<file path="src/rtl/cdc_arb_pkg.sv">
// Shared definitions for cdc_token_arbiter: parameter defaults, FSM state
// encoding and the round-robin pick helper used by rr_pick_arbiter.
package cdc_arb_pkg;

   localparam int N_REQ_DEF = 4;
   localparam int CNT_W_DEF = 4;
   localparam int ID_W_DEF  = 2;
   localparam int MAX_REQ   = 8;

   typedef enum logic [1:0] {
      IDLE  = 2'b00,
      ARB   = 2'b01,
      STALL = 2'b10
   } arb_state_e;

   typedef struct packed {
      logic       valid;
      logic [2:0] idx;
   } pick_t;

   // Rotate so rr sits at bit 0, take the lowest set bit, then rotate the
   // winning position back into an absolute requester index (mod n).
   function automatic pick_t rr_pick(input logic [MAX_REQ-1:0] eligible,
                                     input logic [2:0]         rr,
                                     input logic [3:0]         n);
      pick_t              res;
      logic [MAX_REQ-1:0] rot;
      logic [3:0]         pos;
      logic               found;
      res   = '0;
      rot   = '0;
      found = 1'b0;
      for (int k = 0; k < MAX_REQ; k++) begin
         pos = {1'b0, rr} + 4'(k);
         if (pos >= n) pos = pos - n;
         if (4'(k) < n) rot[k] = eligible[pos[2:0]];
      end
      for (int k = 0; k < MAX_REQ; k++) begin
         if (rot[k] && !found) begin
            found = 1'b1;
            pos   = {1'b0, rr} + 4'(k);
            if (pos >= n) pos = pos - n;
            res.idx = pos[2:0];
         end
      end
      res.valid = found;
      return res;
   endfunction

endpackage

</file>
<file path="src/rtl/rr_pick_arbiter.sv">
// Combinational round-robin selector: first eligible requester at or after rr,
// wrapping modulo N_REQ.
module rr_pick_arbiter
   import cdc_arb_pkg::*;
#(
   parameter int N_REQ = N_REQ_DEF,
   parameter int ID_W  = ID_W_DEF
) (
   input  logic [N_REQ-1:0] eligible,
   input  logic [ID_W-1:0]  rr,
   output logic             valid,
   output logic [ID_W-1:0]  idx
);

   pick_t pick;

   always_comb begin
      pick  = rr_pick(MAX_REQ'(eligible), 3'(rr), 4'(N_REQ));
      valid = pick.valid;
      idx   = ID_W'(pick.idx);
   end

endmodule

</file>
<file path="src/rtl/cdc_token_arbiter.sv">
// Round-robin drain of per-requester event counters into one clk_domain_cross
// token channel. Optional sticky overflow flags: define CDC_ARB_OVF_EN.
module cdc_token_arbiter
   import cdc_arb_pkg::*;
#(
   parameter int N_REQ = N_REQ_DEF,
   parameter int CNT_W = CNT_W_DEF,
   parameter int ID_W  = ID_W_DEF
) (
   input  logic             clk,
   input  logic             clr,
   input  logic [N_REQ-1:0] req,
   input  logic             full,
   output logic             issue,
   output logic [ID_W-1:0]  issue_id,
   output logic [N_REQ-1:0] ack,
   output logic [N_REQ-1:0] pending
`ifdef CDC_ARB_OVF_EN
   ,
   output logic [N_REQ-1:0] ovf,
   input  logic             ovf_clr
`endif
);

   logic [CNT_W-1:0] cnt [N_REQ];
   logic [N_REQ-1:0] eligible;
   logic [N_REQ-1:0] served;
   logic [ID_W-1:0]  rr;
   logic [ID_W-1:0]  pick_idx;
   logic             pick_valid;
   logic             grant_en;
   arb_state_e       state_q;
   arb_state_e       state_d;

   always_comb begin
      for (int i = 0; i < N_REQ; i++) eligible[i] = (cnt[i] != '0);
   end

   assign pending = eligible;

   rr_pick_arbiter #(
      .N_REQ(N_REQ),
      .ID_W (ID_W)
   ) u_pick (
      .eligible(eligible),
      .rr      (rr),
      .valid   (pick_valid),
      .idx     (pick_idx)
   );

   always_ff @(posedge clk or posedge clr) begin
      if (clr) state_q <= IDLE;
      else     state_q <= state_d;
   end

   always_comb begin
      state_d  = IDLE;
      grant_en = 1'b0;
      served   = '0;
      if (|eligible) begin
         if (full) begin
            state_d = STALL;
         end else begin
            state_d          = ARB;
            grant_en         = pick_valid;
            served[pick_idx] = pick_valid;
         end
      end
   end

   // The registered state is ARB exactly when a token was granted last cycle.
   assign issue = (state_q == ARB);

   always_ff @(posedge clk or posedge clr) begin
      if (clr) begin
         issue_id <= '0;
         ack      <= '0;
         rr       <= '0;
      end else begin
         issue_id <= grant_en ? pick_idx : '0;
         ack      <= served;
         if (grant_en) rr <= (pick_idx == ID_W'(N_REQ - 1)) ? '0 : pick_idx + 1'b1;
      end
   end

   // A request coinciding with its own grant cancels out; saturated requests drop.
   always_ff @(posedge clk or posedge clr) begin
      if (clr) begin
         for (int i = 0; i < N_REQ; i++) cnt[i] <= '0;
      end else begin
         for (int i = 0; i < N_REQ; i++) begin
            case ({req[i], served[i]})
               2'b10:   if (cnt[i] != '1) cnt[i] <= cnt[i] + 1'b1;
               2'b01:   cnt[i] <= cnt[i] - 1'b1;
               default: cnt[i] <= cnt[i];
            endcase
         end
      end
   end

`ifdef CDC_ARB_OVF_EN
   logic [N_REQ-1:0] dropped;

   always_comb begin
      for (int i = 0; i < N_REQ; i++) dropped[i] = req[i] & ~served[i] & (cnt[i] == '1);
   end

   always_ff @(posedge clk or posedge clr) begin
      if (clr) ovf <= '0;
      else     ovf <= (ovf & {N_REQ{~ovf_clr}}) | dropped;
   end
`endif

endmodule

</file>
<file path="config.mk">
export PLATFORM = sky130hd
export DESIGN_NAME = cdc_token_arbiter
export DESIGN_NICKNAME = d
export VERILOG_FILES = /design/src/rtl/cdc_arb_pkg.sv /design/src/rtl/rr_pick_arbiter.sv /design/src/rtl/cdc_token_arbiter.sv
export SDC_FILE = /design/constraint.sdc
export NUM_CORES = 1
export LEC_CHECK = 0
export CELL_PAD_IN_SITES_DETAIL_PLACEMENT = 0
export CELL_PAD_IN_SITES_GLOBAL_PLACEMENT = 1
export CORE_MARGIN = 4
export CORE_UTILIZATION = 40
export CTS_CLUSTER_DIAMETER = 100
export DETAILED_ROUTE_END_ITERATION = 16
export GPL_TIMING_DRIVEN = 0
export PLACE_DENSITY_LB_ADDON = 0.1
export SKIP_LAST_GASP = 1
export SYNTH_ARGS = -nofsm -noshare
export SYNTH_HDL_FRONTEND = slang
export SYNTH_SLANG_ARGS = --single-unit
</file>
<file path="constraint.sdc">
create_clock -name clk -period 3.43 [get_ports clk]
set_input_delay 0.343 -clock clk [delete_from_list [all_inputs] [get_ports clk]]
set_output_delay 0.343 -clock clk [all_outputs]
set_load 0.005 [all_outputs]
</file>
Yosys cells after proc, flatten, opt, wreduce, memory -nomap -nowiden. Index checks and enable logic that the tools add are counted.

Eq/ne operators: 18. Add/subtract/negate cells: 16. Reduce and logical (&&, ||, !) cells: 20. Bitwise gates (word level): 1. Multiplexer cells: 38. Magnitude comparators: 10.

Operators by type and width (count): 4-bit one-hot mux with 2 select lines (4); 4-bit 2-to-1 mux (6); 4-bit by 1-bit adder with 4-bit output (second input constant) (4); 3-bit by 4-bit < comparator with 1-bit output (second input constant) (4); 2-bit 2-to-1 mux (8); 4-bit inequality test (second input constant) (4); 4-bit nonzero test (4); 4-bit by 1-bit subtractor with 4-bit output (second input constant) (4); 1-bit binary-select mux with 3-bit select (4); 4-bit by 3-bit greater-or-equal comparator with 1-bit output (second input constant) (3); 3-bit 2-to-1 mux (4); 1-bit 2-to-1 mux (11); 2-bit by 1-bit == test with 1-bit output (second input constant) (5); 2-bit == test (second input constant) (5); 3-bit subtractor (second input constant) (3); 2-bit inequality test (second input constant) (4); 2-bit AND reduction (4); 2-bit nonzero test (4); 2-bit by 2-bit adder with 3-bit output (second input constant) (2); 4-bit bitwise AND (1); 1-bit logical AND (4); 4-bit OR reduction (1); 2-bit by 1-bit adder with 3-bit output (second input constant) (1); 2-bit by 3-bit greater-or-equal comparator with 1-bit output (second input constant) (1); 6 further kinds (8).

Register bits: 26. Output and inout port bits: 11. Input bits: 7. Logic and storage cells: 111.

Depth between registers and ports, before layout.
Word-level depth: 24. Gate-level depth with buffers: 15. Mapped depth without buffers: 15.

Hierarchy. A second synthesis with hierarchy kept.

Cells, all modules: 164. Area, all modules: 1851.8 sq um.

Modules (own cells, without submodules): cdc_token_arbiter (area an instance 1560.2 sq um, seq. area each 650.6 sq um, cells each 134, instances 1); rr_pick_arbiter (area an instance 291.5 sq um, seq. area each 0.0 sq um, cells each 30, instances 1).

Worst setup path before layout. No wires, ideal clock.

Path kind: reg-to-reg. Start point: register cnt[11] in the netlist's numbering. End point: register cnt[7] in the netlist's numbering. Period minus slack after synthesis: 3.364 ns. Arrival: 3.238 ns. Stages on the path, launching flop included: 13. Data required time: 3.304 ns. Buffers on the path: 1. Path slack: 0.066 ns. Cells stage by stage: dfrtp_1 -> or4_4 -> buf_6 -> a211oi_2 -> o22ai_4 -> nor3_4 -> nand2b_4 -> inv_2 -> ha_1 -> a21o_1 -> a21oi_1 -> mux2_2 -> a221o_1.

Cells in the longest elaborated chain, start to end: 23.

RTL lines: start, declared (RTL line cdc_token_arbiter.sv:25) `logic [CNT_W-1:0] cnt [N_REQ];`; start signal, assigned by index (RTL line cdc_token_arbiter.sv:94) `2'b01: cnt[i] <= cnt[i] - 1'b1;`; start signal, assigned by index (RTL line cdc_token_arbiter.sv:95) `default: cnt[i] <= cnt[i];`; 4-bit nonzero test (*) (RTL line cdc_token_arbiter.sv:36) `for (int i = 0; i < N_REQ; i++) eligible[i] = (cnt[i] != '0);`; via pending[1] (RTL line cdc_token_arbiter.sv:17) `output logic [N_REQ-1:0] pending`; 1-bit binary-select mux with 3-bit select (RTL line cdc_arb_pkg.sv:36) `if (4'(k) < n) rot[k] = eligible[pos[2:0]];`; 1-bit 2-to-1 mux (not written as such) (RTL line cdc_arb_pkg.sv:36); 1-bit 2-to-1 mux (RTL line cdc_arb_pkg.sv:39) `if (rot[k] && !found) begin`; 1-bit logical NOT (RTL line cdc_arb_pkg.sv:39); 1-bit logical AND (RTL line cdc_arb_pkg.sv:39); 1-bit 2-to-1 mux (RTL line cdc_arb_pkg.sv:39); [... 9 more ...]; 1-bit demux with 2-bit select (RTL line cdc_token_arbiter.sv:66) `served[pick_idx] = pick_valid;`; 4-bit bitwise AND (no line); 4-bit 2-to-1 mux (RTL line cdc_token_arbiter.sv:61) `if (full) begin`; 4-bit 2-to-1 mux (*) (RTL line cdc_token_arbiter.sv:60) `if (|eligible) begin`; via served[2] (RTL line cdc_token_arbiter.sv:27) `logic [N_REQ-1:0] served;`; 2-bit == test / 2-bit by 1-bit == test with 1-bit output (equally long branches) (RTL line cdc_token_arbiter.sv:92) `case ({req[i], served[i]})`; 2-bit inequality test (no line) / 2-bit nonzero test (equally long branches); 2-bit AND reduction (no line).

The timed path passes the listed nets; every way through them passes the cells marked *. The select of a mux whose other input is x is not followed. A chain may end at the register's enable or synchronous reset.

Worst setup path after layout.
Start point: register cnt[14] in the netlist's numbering. End point: register cnt[7] in the netlist's numbering.

Cells in the longest elaborated chain, start to end: 23.

RTL lines (RTL line): 4-bit nonzero test (*) (cdc_token_arbiter.sv:36); 1-bit binary-select mux with 3-bit select (cdc_arb_pkg.sv:36); 1-bit 2-to-1 mux (not written as such) (cdc_arb_pkg.sv:36); 1-bit 2-to-1 mux (cdc_arb_pkg.sv:39); 1-bit logical NOT (cdc_arb_pkg.sv:39); 1-bit logical AND (cdc_arb_pkg.sv:39); 1-bit 2-to-1 mux (cdc_arb_pkg.sv:39); 1-bit logical NOT (cdc_arb_pkg.sv:39); [... 8 more ...]; 1-bit demux with 2-bit select (cdc_token_arbiter.sv:66); 4-bit bitwise AND (no line); 4-bit 2-to-1 mux (cdc_token_arbiter.sv:61); 4-bit 2-to-1 mux (*) (cdc_token_arbiter.sv:60); via served[2] (cdc_token_arbiter.sv:27); 2-bit == test / 2-bit by 1-bit == test with 1-bit output (equally long branches) (cdc_token_arbiter.sv:92); 2-bit inequality test (no line) / 2-bit nonzero test (equally long branches); 2-bit AND reduction (no line).

Marked as above.

==> impl_metrics.py <==
metrics = {
    "die": {
        "fp.dieW_um": 73.68,
        "ios": 18,
        "start_util_pct": 42.22,
        "die_h_um": 73.68,
        "dieArea_sq_um": 5428,
        "num_rows": 23,
        "core_area_sq_um": 4086,
    },
    "worst_hold_path": {
        "hold_depth": 1,
        "hold_path_end": "cnt[3]",
        "hp-start": "cnt[3]",
        "hold_class": "register to register",
    },
    "critical_path": {
        "rr_worst_depth": 13,
        "worst-path-buf-inv": 3,
        "worstReg2RegStart": "cnt[14]",
        "critPathMaxFanout": 4,
        "required_ns": 3.59,
        "critical-path-top-delay-family": "compound AO/OA/AOI/OAI gates",
        "regToRegEndpoint": "cnt[7]",
        "reg2reg_slack_ns": 0.10,
        "crit_arrival_ns": 3.49,
        "cp_slowest_cell": "dfrtp_2",
        "crit_path_cell_trace": "nor4_4 -> inv_2 -> a211oi_4 -> o22ai_4 -> buf_4 -> nor3_4 -> nand2b_4 -> inv_4 -> ha_1 -> a21o_1 -> a21oi_2 -> mux2_4 -> a221o_1",
        "cp-end-kind": "register",
        "critical_path_class": "register to register",
        "critical_path.max_stage_delay_ns": 0.45,
        "start_kind": "register",
    },
    "power": {
        "p_per_area_nw_per_um2": 953.7,
        "power.switching_uw": 847.6,
        "ir_worst_vdd_mv": 0.3811,
        "combPwrFrac_pct": 58.7,
        "pwr-share-clk_pct": 12.2,
        "p_int_mw": 1.254,
        "power.share.sequential_pct": 29.1,
        "p_sw_share_pct": 40.34,
        "p_leak_nw": 1.023,
    },
    "finish": {
        "layout-drive-gt1-share_pct": 27.32,
        "final_cell_mix": "25 x dfrtp_1, 21 x inv_1, 17 x clkdlybuf4s50_1",
        "instances_no_fill": 244,
        "fillers": 381,
        "area_growth_pct": 27.70,
        "nets": 215,
        "insertedDiodeCount": 0,
        "layout_commonest_cell": "dfrtp_1",
    },
    "global_routing": {
        "grt_pass1_wl_mm": 5.885,
        "track_usage_pct": 13.65,
        "antenna_found_initial": 0,
        "grt_pass1_vias": 1311,
        "overflow": 0,
        "grt_max_degree": 27,
    },
    "sta": {
        "tightestPinTransition_ns": 1.034,
        "period_needed_ns": 3.327,
        "final-hold-violation-count": 0,
        "fin_tns_setup_ns": 0,
        "clock-skew-final_ns": 0.001103,
        "hold_slack_ns": 0.5218,
        "slew_violations": 0,
        "setup_viol": 0,
        "fmaxAchievable_mhz": 300.6,
        "slew-limit-headroom_pct": 30.98,
        "fin_crit_sh_pct": 96.99,
    },
    "placed_design": {
        "dp_cells": 227,
        "gp_congestion": 0.7613,
        "dp_hpwl_mm": 2.532,
        "portBuffers": 17,
    },
    "drt": {
        "via_per_inst": 5.299,
        "routed_wl_mm": 3.452,
        "drt-wirelength-per-cell_um": 14.15,
        "dr_total_vias": 1293,
        "dr.first_iter.drc_count": 80,
        "first_pass_iters": 4,
        "route.antenna.remaining_nets": 0,
        "drc": 0,
    },
    "clocking": {
        "clk_pin_slew_ns": 0.09,
        "clock_sinks": 26,
        "clock_path_buffers": 2,
        "hold_buffers": 0,
        "cts_tree": "built",
        "htreeDepth": 1,
        "numCtsBuffers": 3,
        "cts.root.buffer_cell": "clkbuf_8",
        "clock_latency_ns": 0.27,
    },
    "synth": {
        "synth_cells": 160,
        "synth_top_area_share_pct": 37.71,
        "async_reset_ff_share_pct": 100.0,
        "synth.area.top_cells": "dfrtp_1 38%, ha_1 6.5%, inv_1 4.8%",
        "yosysWarnings": 0,
        "syn_avg_cell_area_sq_um": 10.78,
        "synth_ff_type": "dfrtp_1",
        "synth_seq_cells": 26,
        "synth-edff-count": 0,
        "synthDistinctLibCells": 47,
        "syn_nets": 180,
        "synth_area_sq_um": 1725,
        "ys_seq_area_share_pct": 37.71,
        "synth_area_leader_cell": "dfrtp_1",
    },
    "status": {
        "run_status": "complete, no violations",
    },
    "run": {
        "maxCapViolations": 0,
    },
}
-- per-layer routing --
metal	vias to the layer above	global-route usage [%]	routed length (um)
li1	627	-	-
met1	634	18.06	1614
met2	27	22.64	1653
met3	5	2.462	152
met4	0	4.024	32
met5	-	0	0
-- sequential cells by signal, indices dropped and copies added (netlist names) --
name	count
cnt	16
rr	2
ack	4
state_q	2
issue_id	2
-- cell type report --
class,instances,area (sq um),area share (%)
tap,50,62.56,2.839
clock buffer,3,41.29,1.874
inverter,25,98.84,4.486
sequential,26,651.9,29.59
timing repair buffer,31,275.3,12.49
clock inverter,1,30.03,1.363
multi-input combinational,107,1032,46.85
buffer,1,11.26,0.5111
-- power by group through the flow --
stage | Combinational (mW) | Clock, mW | Sequential (mW)
3_3_place_gp | 1.03 | 0 | 0.596
5_1_grt | 1.37 | 0.280 | 0.634
3_5_place_dp | 1.07 | 0 | 0.602
4_1_cts | 1.14 | 0.268 | 0.600
6_report | 1.23 | 0.257 | 0.612
2_1_floorplan | 0.827 | 0 | 0.573
-- stage by stage --
step	instance area, sq um	worst slack [ns]	utilization (%)	power [mW]
floorplan	1725	0.06606	-	1.400
global placement	1958	-0.1840	47.92	1.629
detailed placement	1958	-0.3093	47.92	1.674
CTS	2095	-0.01682	51.26	2.013
global route	2203	-0.01905	53.92	2.282
finish	2203	0.1033	53.92	2.101
-- worst register-to-register path, stage by stage (launching register included) --
cell and delay [ns]:
dfrtp_2 0.45, nor4_4 0.38, inv_2 0.13, a211oi_4 0.29, o22ai_4 0.14, buf_4 0.16
nor3_4 0.25, nand2b_4 0.09, inv_4 0.06, ha_1 0.22, a21o_1 0.19, a21oi_2 0.20
mux2_4 0.31, a221o_1 0.34
-- worst max-delay path by stage --
stage               cells after the start    start  endpoint
CTS                                    12   cnt[1]    cnt[7]
global placement                       12  cnt[15]    cnt[7]
finish                                 13  cnt[14]    cnt[7]
floorplan                              12  cnt[11]    cnt[7]
detailed placement                     12  cnt[15]    cnt[7]
global route                           13  cnt[14]    cnt[7]
-- cell families after synthesis --
group / after synthesis / share of synthesized area, %
AND/OR/NAND/NOR: 42 / 17.26
AO/OA/AOI/OAI: 34 / 16.68
buffers and inverters: 27 / 6.381
flip-flops: 26 / 37.71
adder cells (fa/ha/maj): 13 / 11.17
XOR/XNOR: 9 / 4.569
multiplexers: 9 / 6.236
-- cells in the mapped netlist (all sizes together), types with 2 or more instances --
cell type	n
mux2i	4
dfrtp	26
or4	3
a21oi	8
nand2b	2
nand2	9
a31oi	2
xnor2	9
fa	4
a211oi	2
nor4	2
nor3	4
o21bai	2
o221ai	3
ha	9
o21ai	5
nand3	4
mux2	5
and2	3
nor2	7
nor2b	2
a21o	6
inv	25
nand4	3
-- what timing repair did --
action,4_1_cts,5_1_grt
gates cloned,0,0
endpoints found under the setup margin,2,5
pin swaps,1,8
gates resized for setup,5,15
buffers inserted,4,10
Note: power is estimated with default switching activity, not from simulation.
